## src/rtl/acc_cpu_pkg.sv

```systemverilog
// Shared definitions for the accumulator CPU core.
// Holds the opcode encodings, the controller state encoding, the ALU
// operation encoding and the opcode-to-ALU-operation mapping.
package acc_cpu_pkg;

    localparam logic [3:0] OP_LDA  = 4'b0000;
    localparam logic [3:0] OP_STA  = 4'b0001;
    localparam logic [3:0] OP_ADD  = 4'b0010;
    localparam logic [3:0] OP_SUB  = 4'b0011;
    localparam logic [3:0] OP_AND  = 4'b0100;
    localparam logic [3:0] OP_OR   = 4'b0101;
    localparam logic [3:0] OP_NOT  = 4'b0110;
    localparam logic [3:0] OP_JMP  = 4'b0111;
    localparam logic [3:0] OP_JZ   = 4'b1000;
    localparam logic [3:0] OP_JC   = 4'b1001;
    localparam logic [3:0] OP_HALT = 4'b1111;

    typedef enum logic [2:0] {
        S_BOOT,
        S_FETCH,
        S_DECODE,
        S_MEM,
        S_HALT
    } state_e;

    typedef enum logic [2:0] {
        ALU_PASS,
        ALU_ADD,
        ALU_SUB,
        ALU_AND,
        ALU_OR,
        ALU_NOT
    } alu_op_e;

    // LDA, STA and all non-ALU opcodes map to PASS; the core decides
    // separately whether the ALU result is written back.
    function automatic alu_op_e alu_op_for(input logic [3:0] op);
        case (op)
            OP_ADD:  return ALU_ADD;
            OP_SUB:  return ALU_SUB;
            OP_AND:  return ALU_AND;
            OP_OR:   return ALU_OR;
            OP_NOT:  return ALU_NOT;
            default: return ALU_PASS;
        endcase
    endfunction

endpackage

```

## src/rtl/acc_cpu_if.sv

```systemverilog
// Single-port memory/bus handshake between the CPU core (master) and a
// memory or bus slave.
//   mem_req/mem_we/mem_addr/mem_wdata : request, driven by the master
//   mem_rdata/mem_ack                 : completion, driven by the slave
interface acc_cpu_if #(
    parameter int DATA_W = 16,
    parameter int ADDR_W = 12
);
    logic              mem_req;
    logic              mem_we;
    logic [ADDR_W-1:0] mem_addr;
    logic [DATA_W-1:0] mem_wdata;
    logic [DATA_W-1:0] mem_rdata;
    logic              mem_ack;

    modport master (
        output mem_req, mem_we, mem_addr, mem_wdata,
        input  mem_rdata, mem_ack
    );

    modport slave (
        input  mem_req, mem_we, mem_addr, mem_wdata,
        output mem_rdata, mem_ack
    );
endinterface

```

## src/rtl/acc_cpu_alu.sv

```systemverilog
// Combinational ALU for the accumulator CPU.
//   acc, operand : DATA_W-bit inputs
//   alu_op       : operation select
//   c_in         : current carry flag, passed through by logic ops
//   result       : DATA_W-bit result
//   c_out        : new carry (carry for ADD, borrow for SUB)
module acc_cpu_alu
    import acc_cpu_pkg::*;
#(
    parameter int DATA_W = 16
) (
    input  logic [DATA_W-1:0] acc,
    input  logic [DATA_W-1:0] operand,
    input  alu_op_e           alu_op,
    input  logic              c_in,
    output logic [DATA_W-1:0] result,
    output logic              c_out
);

    always_comb begin
        result = acc;
        c_out  = c_in;
        case (alu_op)
            ALU_PASS: result = operand;
            ALU_ADD:  {c_out, result} = {1'b0, acc} + {1'b0, operand};
            ALU_SUB: begin
                result = acc - operand;
                c_out  = (acc < operand);
            end
            ALU_AND:  result = acc & operand;
            ALU_OR:   result = acc | operand;
            ALU_NOT:  result = ~acc;
            default:  ;
        endcase
    end

endmodule

```

## src/rtl/acc_cpu_core.sv

```systemverilog
// Multicycle accumulator CPU core: controller FSM plus pc/ir/acc/carry.
//   clk, rst   : clock and asynchronous active-low reset
//   bus        : memory handshake (master side)
//   halted     : core has executed HALT
//   acc_dbg    : accumulator
//   pc_dbg     : program counter
//   carry_dbg  : carry flag
//
// state    | meaning
// ---------+-----------------------------------------------
// S_BOOT   | one idle cycle after reset release
// S_FETCH  | read instruction at pc, wait for ack
// S_DECODE | execute register/branch ops, pick next state
// S_MEM    | data access at ir address, wait for ack
// S_HALT   | stopped until reset
module acc_cpu_core
    import acc_cpu_pkg::*;
#(
    parameter int               DATA_W   = 16,
    parameter int               ADDR_W   = 12,
    parameter logic [ADDR_W-1:0] RESET_PC = '0
) (
    input  logic              clk,
    input  logic              rst,
    acc_cpu_if.master         bus,
    output logic              halted,
    output logic [DATA_W-1:0] acc_dbg,
    output logic [ADDR_W-1:0] pc_dbg,
    output logic              carry_dbg
);

    if (ADDR_W > DATA_W - 4) begin : g_bad_addr_w
        $error("acc_cpu_core: ADDR_W must not exceed DATA_W-4");
    end

    state_e            state;
    logic [ADDR_W-1:0] pc;
    logic [3:0]        ir_op;
    logic [ADDR_W-1:0] ir_a;
    logic [DATA_W-1:0] acc;
    logic              c;

    alu_op_e           alu_op;
    logic [DATA_W-1:0] alu_result;
    logic              alu_c;

    // Only the opcode and address fields of the instruction are ever used,
    // so the instruction register keeps just those two fields.
    assign alu_op = alu_op_for(ir_op);

    acc_cpu_alu #(.DATA_W(DATA_W)) u_alu (
        .acc     (acc),
        .operand (bus.mem_rdata),
        .alu_op  (alu_op),
        .c_in    (c),
        .result  (alu_result),
        .c_out   (alu_c)
    );

    always_ff @(posedge clk or negedge rst) begin
        if (!rst) begin
            state <= S_BOOT;
            pc    <= RESET_PC;
            ir_op <= '0;
            ir_a  <= '0;
            acc   <= '0;
            c     <= 1'b0;
        end else begin
            case (state)
                S_BOOT: state <= S_FETCH;

                S_FETCH: begin
                    if (bus.mem_ack) begin
                        ir_op <= bus.mem_rdata[DATA_W-1 -: 4];
                        ir_a  <= bus.mem_rdata[ADDR_W-1:0];
                        pc    <= pc + ADDR_W'(1);
                        state <= S_DECODE;
                    end
                end

                S_DECODE: begin
                    state <= S_FETCH;
                    case (ir_op)
                        OP_LDA, OP_STA, OP_ADD,
                        OP_SUB, OP_AND, OP_OR:  state <= S_MEM;
                        OP_NOT:  acc <= alu_result;
                        OP_JMP:  pc  <= ir_a;
                        OP_JZ:   if (acc == '0) pc <= ir_a;
                        OP_JC:   if (c) pc <= ir_a;
                        OP_HALT: state <= S_HALT;
                        default: ;
                    endcase
                end

                S_MEM: begin
                    if (bus.mem_ack) begin
                        if (ir_op != OP_STA) begin
                            acc <= alu_result;
                            c   <= alu_c;
                        end
                        state <= S_FETCH;
                    end
                end

                S_HALT: ;

                default: state <= S_BOOT;
            endcase
        end
    end

    // Request signals decode only registered state, so they hold steady
    // through wait states and drop with reset without a clock.
    assign bus.mem_req   = (state == S_FETCH) || (state == S_MEM);
    assign bus.mem_we    = (state == S_MEM) && (ir_op == OP_STA);
    assign bus.mem_addr  = (state == S_MEM) ? ir_a : pc;
    assign bus.mem_wdata = acc;

    assign halted    = (state == S_HALT);
    assign acc_dbg   = acc;
    assign pc_dbg    = pc;
    assign carry_dbg = c;

endmodule

```

## src/flat_wrapper.sv

```systemverilog
// flat-port wrapper written by rule: the top's interface ports become plain ports
module acc_cpu_core_flat import acc_cpu_pkg::*;
#(
    parameter int               DATA_W   = 16,
    parameter int               ADDR_W   = 12,
    parameter logic [ADDR_W-1:0] RESET_PC = '0
)
  (clk, rst, halted, acc_dbg, pc_dbg, carry_dbg, bus_mem_req, bus_mem_we, bus_mem_addr, bus_mem_wdata, bus_mem_rdata, bus_mem_ack);
  acc_cpu_if #(.DATA_W(DATA_W), .ADDR_W(ADDR_W)) bus_i ();
  input  logic clk;
  input  logic rst;
  output logic halted;
  output logic [DATA_W-1:0] acc_dbg;
  output logic [ADDR_W-1:0] pc_dbg;
  output logic carry_dbg;
  output wire logic [$bits(bus_i.mem_req)-1:0] bus_mem_req;
  output wire logic [$bits(bus_i.mem_we)-1:0] bus_mem_we;
  output wire logic [$bits(bus_i.mem_addr)-1:0] bus_mem_addr;
  output wire logic [$bits(bus_i.mem_wdata)-1:0] bus_mem_wdata;
  input wire logic [$bits(bus_i.mem_rdata)-1:0] bus_mem_rdata;
  input wire logic [$bits(bus_i.mem_ack)-1:0] bus_mem_ack;
  assign bus_mem_req = bus_i.mem_req;
  assign bus_mem_we = bus_i.mem_we;
  assign bus_mem_addr = bus_i.mem_addr;
  assign bus_mem_wdata = bus_i.mem_wdata;
  assign bus_i.mem_rdata = bus_mem_rdata;
  assign bus_i.mem_ack = bus_mem_ack;
  acc_cpu_core #(.DATA_W(DATA_W), .ADDR_W(ADDR_W), .RESET_PC(RESET_PC)) u_core (.clk(clk), .rst(rst), .bus(bus_i), .halted(halted), .acc_dbg(acc_dbg), .pc_dbg(pc_dbg), .carry_dbg(carry_dbg));
endmodule
```

## config.mk

```make
export PLATFORM = sky130hd
export DESIGN_NAME = acc_cpu_core_flat
export DESIGN_NICKNAME = d
export VERILOG_FILES = /design/src/rtl/acc_cpu_pkg.sv /design/src/rtl/acc_cpu_if.sv /design/src/rtl/acc_cpu_alu.sv /design/src/rtl/acc_cpu_core.sv /design/src/flat_wrapper.sv
export SDC_FILE = /design/constraint.sdc
export NUM_CORES = 1
export LEC_CHECK = 0
export ABC_AREA = 1
export BUFFER_PORTS_ARGS = -buffer_cell sky130_fd_sc_hd__buf_2
export CAP_MARGIN = 10
export CORE_MARGIN = 2
export CORE_UTILIZATION = 25
export CTS_BUF_LIST = sky130_fd_sc_hd__clkbuf_4 sky130_fd_sc_hd__clkbuf_8 sky130_fd_sc_hd__clkbuf_16
export DETAILED_ROUTE_END_ITERATION = 16
export GPL_TIMING_DRIVEN = 0
export PLACE_DENSITY = 0.43
export SLEW_MARGIN = 20
export SYNTH_ARGS = -nofsm -noshare
export SYNTH_HDL_FRONTEND = slang
export SYNTH_HIERARCHICAL = 1
export SYNTH_SLANG_ARGS = --single-unit
```

## constraint.sdc

```tcl
create_clock -name clk -period 5.9 [get_ports clk]
set_input_delay 0.295 -clock clk [delete_from_list [all_inputs] [get_ports clk]]
set_output_delay 0.295 -clock clk [all_outputs]
set_load 0.01 [all_outputs]
```

# After elaboration in Yosys (flattened, before gate mapping)

Cells that the tools add are included.

Bits in registers: 48
Bits of input ports: 19
Output and inout port bits: 60
Logic and storage cells: 73

Add/sub/neg operators: 3
$lt $le $gt $ge: 1
Equal/unequal tests: 27
Muxes and demuxes: 17
Bitwise operators: 4
Reduce and logical (&&, ||, !) cells: 15

Operator list:

| operator                                      | number |
|---|---|
| case mux 16 bit (6 select lines)              | 1 |
| two-way mux 12 bit                            | 4 |
| two-way mux 16 bit                            | 3 |
| case mux 12 bit (3 select lines)              | 1 |
| case mux 16 bit (2 select lines)              | 1 |
| case mux 3 bit (5 select lines)               | 2 |
| case mux 12 bit (2 select lines)              | 1 |
| adder 16 x 16 -> 17 bit                       | 1 |
| AND 16 bit                                    | 1 |
| == test 4 x 3 -> 1 bit, second input constant | 4 |
| logical NOT 16 bit                            | 1 |
| < comparator 16 bit                           | 1 |
| inverter 16 bit                               | 1 |
| bitwise OR 16 bit                             | 1 |
| subtractor 16 bit                             | 1 |
| adder 12 x 1 -> 12 bit, second input constant | 1 |
| == test 3 x 2 -> 1 bit, second input constant | 4 |
| == test 4 bit, second input constant          | 3 |
| == test 3 bit, second input constant          | 3 |
| == test 4 x 2 -> 1 bit, second input constant | 2 |
| AND reduction 4 bit                           | 2 |
| == test 3 x 1 -> 1 bit, second input constant | 2 |
| logical NOT 3 bit                             | 2 |
| two-way mux 3 bit                             | 2 |
| 17 further kinds                              | 22 |

# Longest topological paths before layout

Gate-level depths: netlist of run 1.

Depth in word-level cells: 7
Mapped depth: 17
Mapped depth without buffers: 16

# Modules after synthesis

The synthesis of run 1 kept the hierarchy.

By module, submodules not included:

| module       | times used | cells each | area each (sq um) | seq. area each (sq um) |
|---|---|---|---|---|
| acc_cpu_alu  | 1          | 598        | 3136.8            | 0.0 |
| acc_cpu_core | 1          | 363        | 2793.9            | 1201.2 |

# Least setup slack after synthesis of run 1

OpenSTA, ideal clock, no wires.

Path type: register to register
Start point: register u_core.ir_op[0]
End point: register u_core.acc[7], in the netlist u_core/acc_dbg[7]
Library setup time: 0.066 ns
Data arrival time: 2.292 ns
Data required time: 5.834 ns
Path slack: 3.542 ns
Cell stages (with the launch flop): 12
Path buffers: 2
Period minus slack after synthesis: 2.358 ns
Cells stage by stage: dfrtp_1 buf_4 nand2_1 inv_2 nor4_1 nand2_1 buf_2 o21ai_0 nor3_1 a31oi_1 nand2_1 nand2_1

Longest elaborated chain between the ends: 7
Elaborated cells on any way between the ends: 21
Classes of those cells: 13 x eq/ne; 6 x mux; 2 x reduce/logical

RTL lines:

| element                                                                 | RTL line           | text |
|---|---|---|
| from (decl)                                                             | acc_cpu_core.sv:38 | `logic [3:0] ir_op;` |
| from (signal assigned)                                                  | acc_cpu_core.sv:74 | `ir_op <= bus.mem_rdata[DATA_W-1 -: 4];` |
| == test 4 x 3 -> 1 bit / == test 4 x 2 -> 1 bit (equally long branches) | acc_cpu_pkg.sv:38  | `case (op)` |
| case mux 3 bit (5 select lines) (*)                                     | acc_cpu_pkg.sv:38  |  |
| via u_core.alu_op[2]                                                    | acc_cpu_core.sv:43 | `alu_op_e alu_op;` |
| == test 3 bit (tied with other cells)                                   | acc_cpu_alu.sv:23  | `case (alu_op)` |
| case mux 16 bit (6 select lines) (*)                                    | acc_cpu_alu.sv:23  |  |
| via u_core.alu_result[7]                                                | acc_cpu_core.sv:44 | `logic [DATA_W-1:0] alu_result;` |
| two-way mux 16 bit                                                      | acc_cpu_core.sv:97 | `if (ir_op != OP_STA) begin` |
| two-way mux 16 bit                                                      | acc_cpu_core.sv:96 | `if (bus.mem_ack) begin` |
| case mux 16 bit (2 select lines) (*)                                    | acc_cpu_core.sv:69 | `case (state)` |
| to (signal assigned)                                                    | acc_cpu_core.sv:86 | `OP_NOT: acc <= alu_result;` |
| to (signal assigned)                                                    | acc_cpu_core.sv:98 | `acc <= alu_result;` |
| to (decl)                                                               | acc_cpu_core.sv:40 | `logic [DATA_W-1:0] acc;` |

The timed path passes the listed nets; every way through them passes the cells marked *. The select of a mux whose other input is x is not followed.
A chain may end at the register's enable or synchronous reset.

# Worst setup path in the final report of run 1

Start point: register u_core.ir_op[3]
End point: register u_core.acc[9], in the netlist u_core/acc_dbg[9]

The elaborated chain is that of the path after synthesis.

==> impl_metrics.toml, run 1 <==
[floorplan]
core_um2 = 23400
start_util = 0.2534
fp-row-count = 56
io_pins = 79
fp.dieH_um = 158.0
die_w_um = 158.0
dieArea_um2 = 24970

[timing]
maxSlewViolCount = 0
layout_min_cycle_time_ns = 2.757
fin_skew_ns = 0.01738
period_share = 0.4673
tightest_slew_ns = 0.8988
final-hold-violation-count = 0
finalSetupViolations = 0
rsz0062_at_grt = "false"
hold_ws_ns = 0.01944
fmax_ghz = 0.3627
tns_ns = 0
timing.final.ws_setup_ns = 3.143
max_slew_margin = 0.3962

[global_route]
antenna_found_initial = 0
grt_max_degree = 49
grt_pass1_wl_mm = 34.42
grt_overflow = 0
grt_pass1_vias = 6028
grt_use_total = 0.1817

[layout]
mostFrequentLayoutCell = "nand2_1"
final_cell_mix = "nand2_1, inv_1, nand3_1"
stdcell_count = 1366
seq_area_um2 = 1201
fin_nets = 1117
area_delta_synth_final_pct = 16.03
multi_input_area_um2 = 3817
fillCellCount = 2698
diodes = 0
layout-drive-gt1-share = 0.1681

[power]
p_switching_mw = 2.002
swShare = 0.5580
power_density_nw_per_um2 = 521.4
power_frac_seq = 0.200
p_leak_nw = 3.738
power.total_mw = 3.588
p_int_mw = 1.586
combPwrFrac = 0.713
p_clk_frac = 0.087
irDropWorstVdd_mv = 0.1567

[routing]
routed.top_layer = "met4"
wl_met3_um = 926
wl_per_cell_um = 16.50
drc_errors = 0
vias = 6336
detail-route-antenna-nets = 0
first_iter_violations = 422
first_pass_iters = 5
wl_mm = 22.54
wl_met2_mm = 10.53
met1Wirelength_mm = 10.64
routed_via_density = 4.638

[cts]
post-cts-setup-buffer-count = 0
cts_made_buffers = 5
cts_resized = 0
clk_latency_ns = 0.30
htree_levels = 2
clock_sinks = 48
cts_root_buf = "clkbuf_16"
cts_tree = "yes"
clk_pin_slew_ns = 0.07
clockBufferDepth = 2
cts_hold_buffers = 0

[hold_path]
hold_path.class = "in2async"

[setup_path]
path_cells = "buf_4 -> nor3_1 -> nand3_2 -> inv_1 -> a211oi_2 -> nand2_1 -> nor2_1 -> nor2_1 -> nand2_1 -> nand2_1"
r2r_cells = 10
critPathCaptureType = "flip-flop"
critical_path.max_stage_delay_ns = 0.74
cp-start-kind = "flip-flop"
crit_path_frequent_cell = "nand2_1"
worstSetupPathType = "reg2reg"
startpoint = "u_core/ir_op[3]$_DFFE_PN0P_"
r2r-start = "u_core/ir_op[3]$_DFFE_PN0P_"
required_ns = 6.13
cp.arrival_ns = 2.99
worst-path-max-fanout = 10
slowest_stage = "nor3_1"

[placed_design]
port_buffers = 78
dp.cells = 1358
post-place-ws_ns = 3.122
dp_hpwl_mm = 17.95
gp_congestion = 0.9412

[run]
max_cap_viol_count = 0

[outcome]
status = "complete, no violations"

[yosys]
syn_area_um2 = 5931
syn-num-nets = 1032
syn_area_per_cell_um2 = 6.171
yosysWarnings = 6
ys_types = 49
ys_ff_latch = 48
syn_inst = 961
yosysSeqAreaShare = 0.2025
==> metrics by stage <==
step / area [µm²] / util
after floorplan: 5931 / -
after global placement: 6720 / 0.2872
after detailed placement: 6729 / 0.2875
after CTS: 6882 / 0.2941
after global routing: 6882 / 0.2941
final: 6882 / 0.2941
==> path summary, 6_finish.rpt <==
check	endpoint	slack (ns)
max in group asynchronous	u_core/acc_dbg[7]$_DFFE_PN0P_	5.41
hold reg to reg	u_core/ir_a[1]$_DFFE_PN0P_	0.54
setup / recovery	u_core/acc_dbg[9]$_DFFE_PN0P_	3.14
min in group clk	u_core/ir_a[9]$_DFFE_PN0P_	0.28
hold / removal	u_core/acc_dbg[2]$_DFFE_PN0P_	0.02
setup reg to reg	u_core/acc_dbg[9]$_DFFE_PN0P_	3.14
==> Yosys cell counts, drive strengths merged <==
master | number | share of area
a211oi | 8 | 0.012
a21boi | 1 | 0.0013
a21oi | 30 | 0.025
a31oi | 5 | 0.0053
a32oi | 1 | 0.0015
a41oi | 1 | 0.0015
and2 | 3 | 0.0032
buf | 42 | 0.055
clkbuf | 3 | 0.0023
clkinv | 1 | 0.00063
dfrtp | 48 | 0.20
fa | 2 | 0.0068
ha | 50 | 0.11
inv | 153 | 0.097
mux2 | 10 | 0.023
nand2 | 303 | 0.20
nand3 | 106 | 0.093
nand3b | 1 | 0.0034
nand4 | 17 | 0.018
nor2 | 93 | 0.062
nor3 | 14 | 0.016
nor3b | 1 | 0.0021
nor4 | 1 | 0.0011
o2111ai | 1 | 0.0015
o211ai | 2 | 0.0025
o21ai | 40 | 0.034
o21bai | 3 | 0.0038
o221ai | 2 | 0.0030
o22ai | 11 | 0.012
o2bb2ai | 2 | 0.0030
o311ai | 1 | 0.0015
o31ai | 2 | 0.0025
or2 | 1 | 0.0011
or3 | 1 | 0.0011
xor2 | 1 | 0.0015
==> critical path, delay by kind of cell (launching register included) <==
family                 cells  cell delay, ns
and+or+nand+nor            7            1.49
buffers and inverters      2            0.68
DFF                        1            0.36
AOI/OAI and AO/OA          1            0.14
==> power groups by stage <==
stage	Clock, mW	Sequential [mW]	Combinational, mW
3_3_place_gp	0	0.731	2.56
2_1_floorplan	0	0.687	1.75
6_report	0.311	0.719	2.56
4_1_cts	0.324	0.725	2.57
5_1_grt	0.336	0.754	2.88
3_5_place_dp	0	0.732	2.55
==> registers in the layout, indices dropped and copies added (netlist names) <==
register	cells
u_core/state	3
u_core/carry_dbg	1
u_core/pc_dbg	12
u_core/ir_op	4
u_core/ir_a	12
u_core/acc_dbg	16
==> cells by family (layout without fill, tap and decap cells) <==
group	Yosys count	count (layout)	share of synthesized area
xor gates and xnor gates	1	1	0.001477
adders and majority gates	52	52	0.1122
buffers and inverters	199	285	0.1549
AOI/OAI and AO/OA	110	110	0.1097
DFF	48	48	0.2025
muxes	10	10	0.02278
and+or+nand+nor	541	541	0.3964
==> cell type report <==
cell class,instances,area share
multi-input combinational,714,0.5547
sequential,48,0.1745
inverter,154,0.08436
tap,319,0.05800
timing repair buffer,78,0.05709
buffer,45,0.04909
clock buffer,6,0.02018
clock inverter,2,0.002000
==> routing by layer <==
metal  up-vias  global-route usage
met2       142              0.3126
met1      2953              0.2416
met4         0             0.03904
li1       3217                   -
met5         -                   0
met3        24             0.02546
Power figures use the tool's default switching activity.
==> run 2, diff against run 1 <==
--- a/config.mk
+++ b/config.mk
@@ -5,7 +5,7 @@
 export SDC_FILE = /design/constraint.sdc
 export NUM_CORES = 1
 export LEC_CHECK = 0
-export ABC_AREA = 1
+export ABC_AREA = 0
 export BUFFER_PORTS_ARGS = -buffer_cell sky130_fd_sc_hd__buf_2
 export CAP_MARGIN = 10
 export CORE_MARGIN = 2
@@ -13,7 +13,7 @@
 export CTS_BUF_LIST = sky130_fd_sc_hd__clkbuf_4 sky130_fd_sc_hd__clkbuf_8 sky130_fd_sc_hd__clkbuf_16
 export DETAILED_ROUTE_END_ITERATION = 16
 export GPL_TIMING_DRIVEN = 0
-export PLACE_DENSITY = 0.43
+export PLACE_DENSITY = 0.45
 export SLEW_MARGIN = 20
 export SYNTH_ARGS = -nofsm -noshare
 export SYNTH_HDL_FRONTEND = slang
==> constraint.sdc (replaced) <==
create_clock -name clk -period 2.21 [get_ports clk]
set_input_delay 0.1105 -clock clk [delete_from_list [all_inputs] [get_ports clk]]
set_output_delay 0.1105 -clock clk [all_outputs]
set_load 0.01 [all_outputs]
==> impl_metrics.toml, run 2 <==
[placed_design]
post-place-ws_ns = -0.8758
dp_hpwl_mm = 14.19
gp_congestion = 0.8589
port_buffers = 78
dp.cells = 995

[setup_path]
critical_path.max_stage_delay_ns = 0.42
worstSetupPathType = "reg2reg"
critPathCaptureType = "flip-flop"
worst-path-max-fanout = 4
required_ns = 2.40
cp-start-kind = "flip-flop"
cp.arrival_ns = 2.89
path_cells = "inv_2 -> ha_4 -> fa_2 -> o21ba_4 -> o2111ai_4 -> a21oi_4 -> a31o_1 -> a22o_1 -> o22a_1 -> mux2_4"
slowest_stage = "fa_2"

[floorplan]
fp.dieH_um = 152.5
io_pins = 79
die_w_um = 152.5
start_util = 0.2533
fp-row-count = 54
core_um2 = 21760
dieArea_um2 = 23250

[outcome]
violations = "setup timing"
status = "finished, violations left"

[power]
power.total_mw = 2.724
power_density_nw_per_um2 = 333.9
p_leak_nw = 3.674
irDropWorstVdd_mv = 0.2797

[layout]
area_delta_synth_final_pct = 48.01
stdcell_count = 1091
largest_register_ffs = 16
final_cell_mix = "buf_4, buf_2, nor2_1"
diodes = 0
fillCellCount = 2223
layout-drive-gt1-share = 0.5142
mostFrequentLayoutCell = "buf_4"
final_util = 0.3750
fin_nets = 881

[global_route]
antenna_found_initial = 0
grt_pass1_vias = 5278
grt_pass1_wl_mm = 31.70
grt_max_degree = 49
grt_use_total = 0.1727
grt_overflow = 0

[timing]
rsz0062_at_grt = "true"
final-hold-violation-count = 0
maxSlewViolCount = 0
finalSetupViolations = 17
layout_min_cycle_time_ns = 2.697
fin_skew_ns = 0.006041
max_slew_margin = 0.5327
tightest_slew_ns = 0.7010
timing.final.ws_setup_ns = -0.4872
fmax_ghz = 0.3708
period_share = 1.220
hold_ws_ns = 0.09412

[yosys]
ys_types = 85
syn_area_per_cell_um2 = 8.652
synthDominantCellAreaShare = 0.2179
synth-edff-count = 0
syn_inst = 637
netlist.top_cell.by_area = "dfrtp_1"
netlist_top_cells_area = "dfrtp_1, ha_1, mux2_2"
synth_common_cells = "nor2_1, ha_1, dfrtp_1, inv_1, mux2_2"
syn-num-nets = 708
synth_most_common_cell = "nor2_1"
syn_area_um2 = 5512
ys_ff_latch = 48
synthFlopType = "dfrtp_1"
yosysWarnings = 6
yosysSeqAreaShare = 0.2179
async_flop_share = 1.000

[cts]
clock_sinks = 48
clk_pin_slew_ns = 0.08
cts_made_buffers = 5
htree_levels = 2
cts_tree = "yes"
clk_latency_ns = 0.31
cts_root_buf = "clkbuf_16"
clockBufferDepth = 2

[routing]
drc_errors = 0
first_pass_iters = 6
wl_per_cell_um = 19.31
first_iter_violations = 431
vias = 5594
routed_via_density = 5.127
wl_mm = 21.07
detail-route-antenna-nets = 0

[hold_path]
hold_path.class = "in2reg"

[run]
max_cap_viol_count = 0
## run 2: cell types whose count changed in the layout (fill, tap and decap cells not counted), moves of 13 or more
cell     previous run  this run
nand2_1           296        26
dfrtp_1            48        31
nor2_1             86        46
buf_4              24        93
inv_1             144        40
dfrtp_2             0        17
ha_1               50        37
nand3_1           102        15
o21ai_0            34        17
a21oi_1            30        43
mux2_2              4        42
## run 2: final timing paths
| path | start | end | slack, ns | cells past startpoint |
|---|---|---|---|---|
| setup / recovery | u_core/acc_dbg[0]$_DFFE_PN0P_ | u_core/acc_dbg[12]$_DFFE_PN0P_ | -0.49 | 10 |
| max in group asynchronous | rst | u_core/acc_dbg[12]$_DFFE_PN0P_ | 1.30 | 2 |
| setup reg to reg | u_core/acc_dbg[0]$_DFFE_PN0P_ | u_core/acc_dbg[12]$_DFFE_PN0P_ | -0.49 | 10 |
| hold reg to reg | u_core/ir_a[11]$_DFFE_PN0P_ | u_core/ir_a[11]$_DFFE_PN0P_ | 0.54 | 1 |
| hold / removal | bus_mem_rdata[13] | u_core/ir_op[1]$_DFFE_PN0P_ | 0.09 | 2 |
| min in group asynchronous | rst | u_core/acc_dbg[7]$_DFFE_PN0P_ | 0.38 | 2 |
## run 2: worst max-delay path, delay by kind of cell (launching register included)
family | cells | cell delay (ns)
compound gates | 6 | 1.29
fa+ha+maj | 2 | 0.58
buf+inv | 1 | 0.06
flops | 1 | 0.40
mux | 1 | 0.26
## run 2: layout make-up
type	count	area, µm²	area share
Clock inverter	3	68.82	0.008436
Timing Repair Buffer	170	1239	0.1518
Multi-Input combinational cell	485	4451	0.5456
Tap cell	280	350.3	0.04294
Buffer	50	504.2	0.06181
Inverter	50	197.7	0.02423
Clock buffer	5	125.1	0.01534
Sequential cell	48	1222	0.1498
## run 2: logic make-up after synthesis
kind of cell / after synthesis / synth area share
DFF: 48 / 0.2179
AOI/OAI and AO/OA: 168 / 0.2186
and+or+nand+nor: 175 / 0.1664
buffers and inverters: 104 / 0.09262
adders and majority gates: 52 / 0.1208
muxes: 70 / 0.1519
xor gates and xnor gates: 20 / 0.03178
## run 2: report_power, final
part	switching [mW]	internal [mW]	total, mW
combinational	0.432	0.329	0.761
sequential	0.0118	0.887	0.899
clock	0.409	0.655	1.06
total	0.852	1.87	2.72
## run 2: metrics by stage
step | area [µm²] | TNS [ns]
final | 8158 | -5.182
after global routing | 8158 | -6.808
after CTS | 7692 | -6.157
after detailed placement | 6475 | -15.51
after global placement | 6472 | -15.97
after floorplan | 5732 | -1.340
## run 2: timing repair
| action | 4_1_cts | 5_1_grt |
|---|---|---|
| setup buffers | 63 | 26 |
| hold endpoints to repair | 48 | 0 |
| setup endpoints to repair | 48 | 41 |
| pin swaps | 30 | 35 |
| hold buffers | 1 | 0 |
| cloned | 1 | 2 |
| resized for setup | 107 | 57 |
## run 2: layer usage
layer,part of all wire,GRT usage
met5,0,0
met4,0.030,0.05071
met3,0.042,0.02190
met2,0.47,0.2861
met1,0.46,0.2360
